### src/rtl/bus_matrix.sv
`default_nettype none
// ============================================================================
// Module   : bus_matrix
// Purpose  : Single-master address decoder and bus matrix with per-slave wait
//            states, open-bus read latch and a page-copy DMA engine. A core
//            write to the trigger address starts a 256-byte copy from page P
//            to a fixed destination, during which the core is stalled.
// Ports    : I_clock, I_reset        - clock, synchronous active-high reset
//            I_core_*                - core address/strobe/direction/data
//            O_core_rd_data/ready    - read data and stall (0 = stall)
//            O_slv_select/addr/...   - one-hot select, address, strobes, data
//            I_slv_rd_data/drive     - per-slave read data and drive flags
//            O_dma_busy              - DMA engine owns the bus
// Revision : 1.0 - initial release
// ============================================================================
module bus_matrix #(
  parameter int                    P_slaves      = 3,
  parameter logic [63:0]           P_slot_map    = 64'h2222_2222_2222_1100,
  parameter logic [P_slaves*4-1:0] P_wait        = '0,
  parameter logic [15:0]           P_dma_trigger = 16'h4014,
  parameter logic [15:0]           P_dma_dest    = 16'h2004
) (
  input  logic                  I_clock,
  input  logic                  I_reset,
  input  logic [15:0]           I_core_addr,
  input  logic                  I_core_rdwr,
  input  logic                  I_core_phy2,
  input  logic [7:0]            I_core_wr_data,
  output logic [7:0]            O_core_rd_data,
  output logic                  O_core_ready,
  output logic [P_slaves-1:0]   O_slv_select,
  output logic [15:0]           O_slv_addr,
  output logic                  O_slv_wren,
  output logic                  O_slv_rden,
  output logic [7:0]            O_slv_wr_data,
  input  logic [P_slaves*8-1:0] I_slv_rd_data,
  input  logic [P_slaves-1:0]   I_slv_drive,
  output logic                  O_dma_busy
);

  typedef enum logic [1:0] {
    S_IDLE  = 2'd0,
    S_HALT  = 2'd1,
    S_READ  = 2'd2,
    S_WRITE = 2'd3
  } state_t;

  state_t              state, state_nxt;
  logic [7:0]          page, cnt, dma_data, open_bus;
  logic [3:0]          wait_cnt;

  logic                idle;
  logic [15:0]         bus_addr;
  logic [7:0]          bus_wdata;
  logic [3:0]          slot_idx;
  logic [3:0]          wait_sel;
  logic [P_slaves-1:0] select;
  logic [7:0]          rd_mux;
  logic                access, is_read, final_cycle;
  logic [7:0]          bus_data;
  logic                trigger_hit;

  assign idle = (state == S_IDLE);

  // Address/data source: core while idle, DMA engine otherwise.
  always_comb begin
    bus_addr  = I_core_addr;
    bus_wdata = I_core_wr_data;
    if (!idle) begin
      bus_addr  = (state == S_WRITE) ? P_dma_dest : {page, cnt};
      bus_wdata = dma_data;
    end
  end

  assign slot_idx = P_slot_map[{bus_addr[15:12], 2'b00} +: 4];

  // Decode, wait lookup and read mux. A slot index with no matching slave
  // selects nothing, has no wait states and reads the open-bus latch.
  always_comb begin
    select   = '0;
    wait_sel = '0;
    rd_mux   = open_bus;
    for (int i = 0; i < P_slaves; i++) begin
      if (slot_idx == 4'(i)) begin
        select[i] = 1'b1;
        wait_sel  = P_wait[4*i +: 4];
        if (I_slv_drive[i]) rd_mux = I_slv_rd_data[8*i +: 8];
      end
    end
  end

  assign access  = idle ? I_core_phy2 : ((state == S_READ) || (state == S_WRITE));
  assign is_read = idle ? I_core_rdwr : (state == S_READ);
  // ">=" keeps a core that changes address mid-wait from stalling forever.
  assign final_cycle = access && (wait_cnt >= wait_sel);
  assign bus_data    = is_read ? rd_mux : bus_wdata;
  assign trigger_hit = idle && final_cycle && !I_core_rdwr &&
                       (I_core_addr == P_dma_trigger);

  // Outputs are gated by reset so that strobes stop in the reset cycle itself.
  assign O_slv_select   = select;
  assign O_slv_addr     = bus_addr;
  assign O_slv_wr_data  = bus_wdata;
  assign O_core_rd_data = rd_mux;
  assign O_slv_rden     = !I_reset && access && is_read;
  assign O_slv_wren     = !I_reset && access && !is_read && final_cycle;
  assign O_core_ready   = I_reset || (idle && (!I_core_phy2 || final_cycle));
  assign O_dma_busy     = !I_reset && !idle;

  always_comb begin
    state_nxt = state;
    case (state)
      S_IDLE:  if (trigger_hit) state_nxt = S_HALT;
      S_HALT:  state_nxt = S_READ;
      S_READ:  if (final_cycle) state_nxt = S_WRITE;
      S_WRITE: if (final_cycle) state_nxt = (cnt == 8'hFF) ? S_IDLE : S_READ;
      default: state_nxt = S_IDLE;
    endcase
  end

  always_ff @(posedge I_clock) begin
    if (I_reset) begin
      state    <= S_IDLE;
      page     <= 8'h00;
      cnt      <= 8'h00;
      dma_data <= 8'h00;
      open_bus <= 8'h00;
      wait_cnt <= 4'd0;
    end else begin
      state <= state_nxt;
      if (access && !final_cycle) wait_cnt <= wait_cnt + 4'd1;
      else                        wait_cnt <= 4'd0;
      if (final_cycle) open_bus <= bus_data;
      if (trigger_hit) begin
        page <= I_core_wr_data;
        cnt  <= 8'h00;
      end
      if ((state == S_READ) && final_cycle) dma_data <= rd_mux;
      // The counter stops at 255; the copy ends instead of wrapping.
      if ((state == S_WRITE) && final_cycle && (cnt != 8'hFF)) cnt <= cnt + 8'd1;
    end
  end

endmodule
`default_nettype wire

### config.mk
export PLATFORM = sky130hd
export DESIGN_NAME = bus_matrix
export DESIGN_NICKNAME = d
export VERILOG_FILES = /design/src/rtl/bus_matrix.sv
export SDC_FILE = /design/constraint.sdc
export NUM_CORES = 1
export LEC_CHECK = 0
export CORE_ASPECT_RATIO = 0.9
export CORE_MARGIN = 5
export CORE_UTILIZATION = 40
export CTS_BUF_LIST = sky130_fd_sc_hd__clkbuf_8
export DETAILED_ROUTE_END_ITERATION = 7
export PLACE_DENSITY = 0.81
export SLEW_MARGIN = 15
export SYNTH_ARGS = -nofsm -noshare
export SYNTH_HDL_FRONTEND = slang
export SYNTH_SLANG_ARGS = --single-unit
### constraint.sdc
create_clock -name I_clock -period 4 [get_ports I_clock]
set_input_delay 1 -clock I_clock [delete_from_list [all_inputs] [get_ports I_clock]]
set_output_delay 1 -clock I_clock [all_outputs]
set_load 0.02 [all_outputs]
-- Word-level counts from Yosys, hierarchy flattened
Cells that the tools add are included.
- register bits after elaboration: 38
- logic and storage cells: 72
- output and inout bits: 39
- bits of input ports: 55
- order comparisons: 1
- bitwise logic cells: 1
- multiplexer cells: 22
- equal/unequal tests: 11
- add/subtract/negate cells: 2
- shift-type cells: 1
- reductions and logical operators: 28
- operators by type and width (kind ; count):
    2-to-1 mux 8 bit ; 10
    indexed part select 64 x 7 -> 4 bit (first input constant) ; 1
    2-to-1 mux 16 bit ; 2
    == test 16 x 15 -> 1 bit (second input constant) ; 1
    logical AND 1 bit ; 14
    adder 8 x 1 -> 8 bit (second input constant) ; 1
    == test 8 bit (second input constant) ; 1
    2-to-1 mux 2 bit ; 4
    inequality test 8 bit (second input constant) ; 1
    one-hot mux 2 bit (4 select lines) ; 1
    zero test 1 bit ; 6
    2-to-1 mux 1 bit ; 5
    adder 4 x 1 -> 4 bit (second input constant) ; 1
    == test 2 bit (second input constant) ; 2
    == test 4 x 1 -> 1 bit (second input constant) ; 1
    == test 4 x 2 -> 1 bit (second input constant) ; 1
    >= comparator 4 x 1 -> 1 bit (second input constant) ; 1
    zero test 4 bit ; 1
    inequality test 2 bit (second input constant) ; 2
    logical OR 1 bit ; 3
    AND reduction 3 bit ; 1
    == test 2 x 1 -> 1 bit (second input constant) ; 1
    zero test 2 bit ; 1
    inequality test 2 x 1 -> 1 bit (second input constant) ; 1
    other kinds (3) ; 3

-- Logic depth before layout (Yosys ltp)
Gate-level depths: netlist of run 1.
- depth after elaboration: 11
- mapped depth: 8
- mapped depth without buffers: 6

-- Worst setup path before layout of run 1
OpenSTA, ideal clock, no wires.
- path type: input to output
- start point: input port I_core_addr[13]
- end point: output port O_core_rd_data[0]
- data required time: 3.000 ns
- data arrival time: 2.166 ns
- setup slack: 0.834 ns
- path buffers: 0
- cell stages on the path: 6
- cells stage by stage: mux2_2 > o21ai_4 > inv_2 > a21oi_1 > a21oi_1 > nor2_1
- word-level cells in the longest chain between the ends: 8
- elaborated cells on any way between the ends: 10
- RTL lines (what ; line ; source):
    from (decl) ; 25 ; input logic [15:0] I_core_addr,
    2-to-1 mux 16 bit * ; 69 ; if (!idle) begin
    net O_slv_addr[13] ; 32 ; output logic [15:0] O_slv_addr,
    indexed part select 64 x 7 -> 4 bit * ; 75 ; assign slot_idx = P_slot_map[{bus_addr[15:12], 2'b00} +: 4];
    zero test 4 bit ; 84 ; if (slot_idx == 4'(i)) begin
    2-to-1 mux 8 bit ; 84 ;
    2-to-1 mux 8 bit ; 87 ; if (I_slv_drive[i]) rd_mux = I_slv_rd_data[8*i +: 8];
    2-to-1 mux 8 bit ; 84 ;
    2-to-1 mux 8 bit ; 87 ;
    2-to-1 mux 8 bit * ; 84 ;
    to (decl) ; 29 ; output logic [7:0] O_core_rd_data,
The timed path passes the listed nets; every way through them passes the cells marked *.

-- Worst setup path in the final report of run 1
- start point: input port I_core_addr[13]
- end point: output port O_core_rd_data[5]
- word-level cells in the longest chain between the ends: 8
- elaborated cells on any way between the ends: 10
- RTL lines (what ; line):
    2-to-1 mux 16 bit * ; 69
    indexed part select 64 x 7 -> 4 bit * ; 75
    zero test 4 bit ; 84
    2-to-1 mux 8 bit ; 84
    2-to-1 mux 8 bit ; 87
    2-to-1 mux 8 bit ; 84
    2-to-1 mux 8 bit ; 87
    2-to-1 mux 8 bit * ; 84
Every way passes the cells marked *; elsewhere a longest branch is shown, timed or not.

==> metrics, run 1 <==
outcome=complete, no violations; Area growth syn-to-layout=52.1%; routed length per instance=16.6 um; worst r2r src=state[1]; port bufs=93; reg2reg end=cnt[6]; total wire length=8950 um; H-tree depth=2; worst-margin pin slew=1.09 ns; R2R setup slack=1.66 ns; Cell Rows=27; CTS tree=done; max_cap viols=0; Max FO, Critical Path=5; post-route design area=3810 um^2; Data required, critical path=3.00 ns; number of enable flip-flop cells after synthesis=0; VDD IR max=136 uV; first-pass GRT wire length=14600 um; worst skew pair latency=0.29 ns; syn_area_per_cell=7.55 um^2; top cell type's share of synthesized area=27.1%; Slew Limit Fails=0; Fillers=564; RSZ-0062 raised after global routing=false; Setup TNS=0 ns; DRC=0; Final Hold Fails=0; pin count of the biggest net entering global routing=16; initial antenna violation count=0; clock buffer depth=2; reg2reg path depth=7; Hold Path Class=flop to flop; f_max=260 MHz; GRT Total Usage=22.6%; yosys warns=0; Max Clock Skew=0.00678 ns; minimum clock period=3.85 ns; TritonRoute pass-1 iters=5; crit path capture=O_core_rd_data[5]; sequential share of the synthesized area=27.1%; dpl hpwl=6960 um; CP startpoint kind=input port; ant diodes=0; Post-layout nets=506; CTS Buf Count=5; hold_buf cts=0; Die Ht=85.1 um; Finish-stage setup viols=0; post-synth cell types=51; CP startpoint=I_core_addr[13]; starting density of the core=41.0%; global route overflow=0; ANT nets after route=0; clock-pin slew on the worst setup and hold paths=0.07 ns; vias in the first global route=2945; top cells by area, synth=dfxtp_1 27%, nor2_1 5.2%, a22o_1 4.5%; Starting DRT DRC Count=209; leading area contributor after synthesis=dfxtp_1; clock sink total=34; Synth Instances=332; top_reg_cell synth=dfxtp_1; WS Path Type=input port to output port; Via-to-Cell Ratio=5.67; share of post-route cells with drive strength above 1=12.6%; Pwr per Cell Area=238 nW/um^2; post-synthesis register bit count=34; total core area=6110 um^2; Max-slew headroom=26.7%; Syn Nets=388; gpl congestion=0.966; part of the cycle the worst path needs=96.1%; Area after DPL=3720 um^2; FFs w/ async S/R, synth=0%; Critical Path AT=2.85 ns; root buffer cell=clkbuf_8; Die W=93.5 um; CP endpoint kind=output port; I/O pins=94; most frequent cell after synthesis=nor2_1; synth cell count leaders=35 x nor2_1, 34 x dfxtp_1, 21 x a21oi_1, 20 x nand2_1, 20 x o21ai_0; Pleak=1.46 nW; DR vias=3052; die area=7950 um^2; Syn Std Cell Area=2510 um^2
==> logic make-up (layout without fill, tap and decap cells) <==
| kind of cell | Yosys count | in the layout | share of synthesized area (%) |
|---|---|---|---|
| AO/OA/AOI/OAI | 110 | 110 | 31.7 |
| adder cells (fa/ha/maj) | 1 | 1 | 0.499 |
| XOR/XNOR | 2 | 2 | 0.699 |
| flip-flops | 34 | 34 | 27.1 |
| multiplexers | 11 | 11 | 4.44 |
| AND/OR/NAND/NOR | 131 | 131 | 26.9 |
| buffers and inverters | 43 | 162 | 8.58 |
==> state kept, by name, summed over array words and instances, names as in the netlist <==
signal    flops
page          8
cnt           8
dma_data      8
state         2
open_bus      8
==> worst max-delay path, stage by stage <==
cell and delay (ns):
clkdlybuf4s50_1 0.46, mux2_2 0.32, o21ai_4 0.16, buf_4 0.16, o21ai_0 0.12, a21oi_1 0.23
nor2_1 0.07, dlygate4sd2_1 0.32
==> layout make-up <==
cell class / instances / area [um^2] / area share [%]
inverter: 22 / 82.6 / 2.16
multi-input combinational: 255 / 1620 / 42.4
timing repair buffer: 132 / 1230 / 32.3
sequential: 34 / 681 / 17.8
clock inverter: 2 / 8.76 / 0.230
clock buffer: 6 / 82.6 / 2.16
tap: 87 / 109 / 2.85
==> worst min path at each step <==
stage           startpoint     endpoint  slack (ns)  cells after the start
5_1_grt        dma_data[2]  dma_data[2]        0.53                      2
3_5_place_dp   dma_data[1]  dma_data[1]        0.49                      2
6_report       dma_data[4]  dma_data[4]        0.50                      2
3_3_place_gp       page[3]      page[3]        0.48                      2
4_1_cts        dma_data[4]  dma_data[4]        0.51                      2
2_1_floorplan      page[0]      page[0]        0.46                      2
==> layer usage <==
metal / global-route usage [%] / routed length, um / vias up / part of all wire (%)
met4: 4.79 / 74 / 0 / 0.83
met3: 4.52 / 818 / 7 / 9.1
met1: 29.5 / 4020 / 1435 / 45
li1: - / - / 1466 / -
met2: 38.6 / 4040 / 144 / 45
met5: 0 / 0 / - / 0
==> layout by cell type (no fill, tap or decap), drive strengths merged, types with 9 or more instances in the layout <==
cell type | synthesis | routed
mux2i | 10 | 10
nor2b | 11 | 11
o211ai | 9 | 9
nand3 | 12 | 12
nor2 | 37 | 37
a21oi | 21 | 21
clkdlybuf4s50 | 0 | 84
dfxtp | 34 | 34
nand2 | 20 | 20
inv | 21 | 22
a22o | 13 | 13
buf | 12 | 39
or3 | 9 | 9
o21ai | 21 | 21
==> power breakdown <==
group	internal, W	switching (W)
clock	0.000136	0.000134
combinational	0.000148	0.000137
sequential	0.000346	0.00000610
==> timing repair <==
action                     CTS  global route
setup endpoints to repair    8             2
gates cloned                 0             0
buffers inserted             0             0
pin swaps                    0             0
gates resized for setup      8             2
==> through the flow <==
| stage | util [%] | worst slack [ns] | power, W | instances | hold WS [ns] |
|---|---|---|---|---|---|
| after floorplan | - | 0.834 | 0.000482 | 332 | 0.461 |
| after global placement | 60.9 | -0.0635 | 0.000646 | 530 | 0.482 |
| after detailed placement | 60.9 | -0.0655 | 0.000648 | 530 | 0.492 |
| after CTS | 62.3 | 0.00439 | 0.000908 | 538 | 0.509 |
| after global routing | 62.4 | 0.0238 | 0.000945 | 538 | 0.534 |
| final | 62.4 | 0.155 | 0.000906 | 538 | 0.504 |
(Power assumes the default switching activity.)
==> inputs of run 2 (changes only) <==
--- a/config.mk
+++ b/config.mk
@@ -7,2 +7,3 @@
 export LEC_CHECK = 0
+export ABC_CLOCK_PERIOD_IN_PS = 4000
 export CORE_ASPECT_RATIO = 0.9
==> constraint.sdc (replaced) <==
create_clock -name I_clock -period 4 [get_ports I_clock]
set_input_delay 0.8 -clock I_clock [delete_from_list [all_inputs] [get_ports I_clock]]
set_output_delay 0.8 -clock I_clock [all_outputs]
set_load 0.02 [all_outputs]
==> run 2 against run 1 <==
  * Power up 2.8%
  * Wire length is 4.1% lower
  * Clock-buffer cell count fell by 1
  * Die area unchanged
  * Via count shrank 5.6%
  * Maximum frequency up 2.0%
  * Sequential cell count unchanged
  * Worst setup slack better by 0.076 ns
  * Register-to-register slack got worse by 0.06 ns
  * Sequential power barely moved
  * Global-route usage down 1.9 points
  * Largest cell class unchanged
  * Highest routed layer unchanged
==> metrics, run 2 (synthesis results as in run 1) <==
Final Hold Fails=0; Clk pwr share=33.5%; clock sink total=34; Post-CTS Setup Repair Bufs=0; outcome=complete, no violations; Sw Ratio=28.6%; clock-pin slew on the worst setup and hold paths=0.08 ns; DR vias=2880; hold_buf cts=0; worst-margin pin slew=0.912 ns; minimum clock period=3.77 ns; Fillers=577; pin count of the biggest net entering global routing=23; Finish-stage setup viols=0; RSZ-0062 raised after global routing=false; ant diodes=0; CTS Buf Count=5; Die Ht=85.1 um; die area=7950 um^2; GRT Total Usage=20.7%; root buffer cell=clkbuf_8; WS Path Type=input port to output port; VDD IR max=129 uV; Comb pwr share=28.7%; Hold Path Class=flop to flop; dpl hpwl=6560 um; total core area=6110 um^2; share of post-route cells with drive strength above 1=7.09%; Starting DRT DRC Count=253; Post-CTS Resized=0; Die W=93.5 um; register area=681 um^2; Max-slew headroom=39.1%; starting density of the core=41.0%; commonest cells after routing, fill and taps aside=93 x clkdlybuf4s50_1, 34 x nor2_1, 34 x dfxtp_1, 21 x a21oi_1; Critical Path AT=2.97 ns; Area growth syn-to-layout=43.9%; total power=0.000932 W; I/O pins=94; total wire length=8580 um; worst skew pair latency=0.29 ns; Max Clock Skew=0.0112 ns; part of the cycle the worst path needs=94.2%; initial antenna violation count=0; most common cell after layout, fill and taps aside=clkdlybuf4s50_1; f_max=265 MHz; Setup TNS=0 ns; Pwr per Cell Area=258 nW/um^2; area of the multi-input gates=1610 um^2; Max FO, Critical Path=14; max_cap viols=0; gpl congestion=0.866; port bufs=93; TritonRoute pass-1 iters=5; Post-layout nets=478; Slew Limit Fails=0; vias in the first global route=2782; first-pass GRT wire length=13400 um; routed length per instance=16.8 um; H-tree depth=2; part of the power in registers=37.8%; DRC=0; ANT nets after route=0; Data required, critical path=3.20 ns; Cell Rows=27; CP endpoint kind=output port; global route overflow=0; switching pwr=0.000267 W; Pleak=1.28 nW; CP startpoint kind=input port; cell internal pwr=0.000665 W; Via-to-Cell Ratio=5.65; clock buffer depth=2; CTS tree=done
==> run 2: final timing paths <==
check | cells after the start | to | startpoint | slack, ns
worst max register to register | 6 | page[5] | state[1] | 1.60
worst min-delay path | 2 | dma_data[0] | dma_data[0] | 0.51
worst max-delay path | 8 | O_core_rd_data[3] | I_core_addr[15] | 0.23
worst min register to register | 2 | dma_data[0] | dma_data[0] | 0.51
==> run 2: worst max-delay path, cell delays in order <==
cell             delay [ns]
clkdlybuf4s50_1        0.53
nor2_2                 0.07
o22a_2                 0.27
buf_4                  0.21
o211ai_1               0.21
a21oi_1                0.13
nor2_1                 0.13
clkdlybuf4s50_1        0.61
==> run 2: layout make-up <==
type	instances	share of cell area [%]
Inverter	22	2.29
Sequential cell	34	18.9
Multi-Input combinational cell	255	44.7
Clock inverter	3	1.11
Tap cell	87	3.02
Clock buffer	5	1.91
Timing Repair Buffer	104	28.1
==> run 2: power groups by stage <==
stage | logic [W] | registers (W) | clock network, W
final | 0.000267 | 0.000352 | 0.000312
after floorplan | 0.000125 | 0.000358 | 0
after global placement | 0.000263 | 0.000359 | 0
after detailed placement | 0.000265 | 0.000359 | 0
after CTS | 0.000267 | 0.000352 | 0.000316
after global routing | 0.000285 | 0.000353 | 0.000332
==> run 2: per-stage QoR <==
step                util [%]  instances  setup WS, ns  hold slack (ns)  instance area (um^2)
floorplan                  -        332          1.23            0.461                  2510
global placement        57.2        502         0.294            0.480                  3500
detailed placement      57.2        502         0.260            0.488                  3500
CTS                     59.0        510         0.234            0.506                  3610
global route            59.0        510         0.118            0.527                  3610
finish                  59.0        510         0.231            0.507                  3610
==> run 2: layer usage <==
metal | track usage [%] | up-vias | part of all wire (%)
li1 | - | 1415 | -
met1 | 28.3 | 1284 | 45
met2 | 32.1 | 169 | 43
met3 | 4.79 | 12 | 11
met4 | 6.79 | 0 | 1.6
met5 | 0 | - | 0
==> inputs of run 3 (changes only) <==
Settings changed: ABC_AREA set to 1.
==> run 3 against run 2 <==
  * Synthesized cell count rose by 19%
  * Clock-buffer cell count rose by 1
  * Non-clock buffer count fell by 8
  * Clock skew fell by 0.0058 ns
  * Worst setup slack improved by 0.19 ns
  * First-iteration DRC count fell by 25%
  * Final cell count rose by 9.6%
  * Area after synthesis fell by 2.0%
  * Sequential share of layout area rose by 0.46 points
  * Sequential power barely moved
  * Combinational power fell by 3%
  * Register-to-register slack improved by 0.37 ns
  * Critical endpoint is now O_core_rd_data[0]
==> metrics, run 3 <==
CP startpoint kind=input port; post-synthesis register bit count=34; Area growth syn-to-layout=43.4%; leading area contributor after synthesis=dfxtp_1; TritonRoute pass-1 iters=4; clock-pin slew on the worst setup and hold paths=0.07 ns; synth cell count leaders=111 x nand2_1, 65 x inv_1, 34 x dfxtp_1, 25 x o21ai_0, 24 x nand3_1; outcome=complete, no violations; routed length per instance=13.8 um; ant diodes=0; Cell Rows=27; top cell type's share of synthesized area=27.7%; Syn Std Cell Area=2460 um^2; worst skew pair latency=0.29 ns; top_reg_cell synth=dfxtp_1; gpl congestion=0.862; WS Path Type=input port to output port; total wire length=7710 um; post-synth cell types=33; Post-CTS Setup Repair Bufs=0; Fillers=576; FFs w/ async S/R, synth=0%; Synth Instances=394; yosys warns=0; sequential share of the synthesized area=27.7%; ANT nets after route=0; pin count of the biggest net entering global routing=21; clock sink total=34; RSZ-0062 raised after global routing=false; number of enable flip-flop cells after synthesis=0; die area=7810 um^2; H-tree depth=2; Final Util=58.2%; Max Clock Skew=0.00549 ns; Setup TNS=0 ns; post-route design area=3520 um^2; first-pass GRT wire length=12600 um; Pleak=1.64 nW; CP endpoint kind=output port; share of post-route cells with drive strength above 1=12.5%; Syn Nets=450; Pwr per Cell Area=247 nW/um^2; total power=0.000871 W; Final Hold Fails=0; Die W=92.6 um; port bufs=93; syn_area_per_cell=6.23 um^2; worst setup margin=0.426 ns; Hold Path Class=flop to flop; clock buffer depth=2; Finish-stage setup viols=0; part of the cycle the worst path needs=89.4%; f_max=280 MHz; Via-to-Cell Ratio=5.02; VDD IR max=174 uV; Area after DPL=3430 um^2; I/O pins=94; dpl hpwl=6220 um; root buffer cell=clkbuf_8; Starting DRT DRC Count=189; most common cell after layout, fill and taps aside=nand2_1; hold_buf cts=0; pre-CTS WS=0.426 ns; vias in the first global route=2686; Die Ht=84.3 um; Post-layout nets=542; worst-margin pin slew=0.622 ns; DRC=0; max_cap viols=0; Max FO, Critical Path=10; R2R setup slack=1.97 ns; Post-CTS Resized=0; starting density of the core=40.6%; Critical Path AT=2.77 ns; Data required, critical path=3.20 ns; initial antenna violation count=0; total core area=6050 um^2; top cells by area, synth=dfxtp_1 28%, nand2_1 17%, inv_1 9.9%; CTS tree=done; GRT Total Usage=19.8%; minimum clock period=3.57 ns; most frequent cell after synthesis=nand2_1; Slew Limit Fails=0; Max-slew headroom=58.4%; global route overflow=0; commonest cells after routing, fill and taps aside=111 x nand2_1, 93 x clkdlybuf4s50_1, 66 x inv_1, 34 x dfxtp_1, 25 x o21ai_0; CTS Buf Count=5; DR vias=2805
==> run 3: cell types whose count changed after synthesis, sizes merged, moves of 8 or more <==
cell	before	now
a22o	13	1
and2	8	0
buf	12	4
inv	21	72
mux2i	10	0
nand2	20	136
nand2b	8	0
nand3	12	31
nor2	37	21
nor2b	11	0
o211ai	9	0
o221ai	8	0
o311ai	8	0
or3	9	0
==> run 3: worst max-delay path: stages <==
cell and delay [ns]:
clkdlybuf4s50_1 0.49, o21ai_4 0.37, nor2_4 0.09, nand2_4 0.14, nand2_1 0.07, nand2_1 0.07, nand2_2 0.08, inv_1 0.06
clkdlybuf4s50_1 0.59
==> run 3: area by class of cell <==
| cell class | instances | area (um^2) | area share, % |
|---|---|---|---|
| Multi-Input combinational cell | 276 | 1430 | 40.7 |
| Clock inverter | 2 | 8.76 | 0.249 |
| Timing Repair Buffer | 96 | 953 | 27.1 |
| Clock buffer | 6 | 82.6 | 2.34 |
| Inverter | 73 | 274 | 7.78 |
| Tap cell | 72 | 90.1 | 2.56 |
| Sequential cell | 34 | 681 | 19.3 |
==> run 3: cells by family after synthesis <==
group	after synthesis	share of synthesized area, %
xor gates and xnor gates	1	0.357
DFF	34	27.7
adders and majority gates	1	0.509
and+or+nand+nor	204	40.8
AOI/OAI and AO/OA	70	16.7
buffers and inverters	84	14.0
==> run 3: per-layer routing <==
metal / vias up / global-route usage, % / share of wire (%)
li1: 1435 / - / -
met1: 1270 / 24.4 / 43
met2: 95 / 34.4 / 48
met3: 5 / 4.21 / 8.5
met4: 0 / 5.67 / 0.84
met5: - / 0 / 0
==> run 3: stage by stage <==
stage / hold slack [ns] / instances
global route: 0.483 / 559
CTS: 0.457 / 559
finish: 0.458 / 559
detailed placement: 0.446 / 551
floorplan: 0.424 / 394
global placement: 0.443 / 551
==> run 3: path summary, 6_finish.rpt <==
path / startpoint / endpoint / cells after the start
max reg2reg: state[0] / cnt[7] / 8
min: page[6] / page[6] / 2
max: I_core_addr[13] / O_core_rd_data[0] / 9
min reg2reg: page[6] / page[6] / 2
==> run 3: power breakdown <==
group | internal [W] | switching [W] | total, W
clock network | 0.000136 | 0.000125 | 0.000262
logic | 0.000126 | 0.000132 | 0.000259
registers | 0.000345 | 0.00000574 | 0.000351
total | 0.000608 | 0.000263 | 0.000871
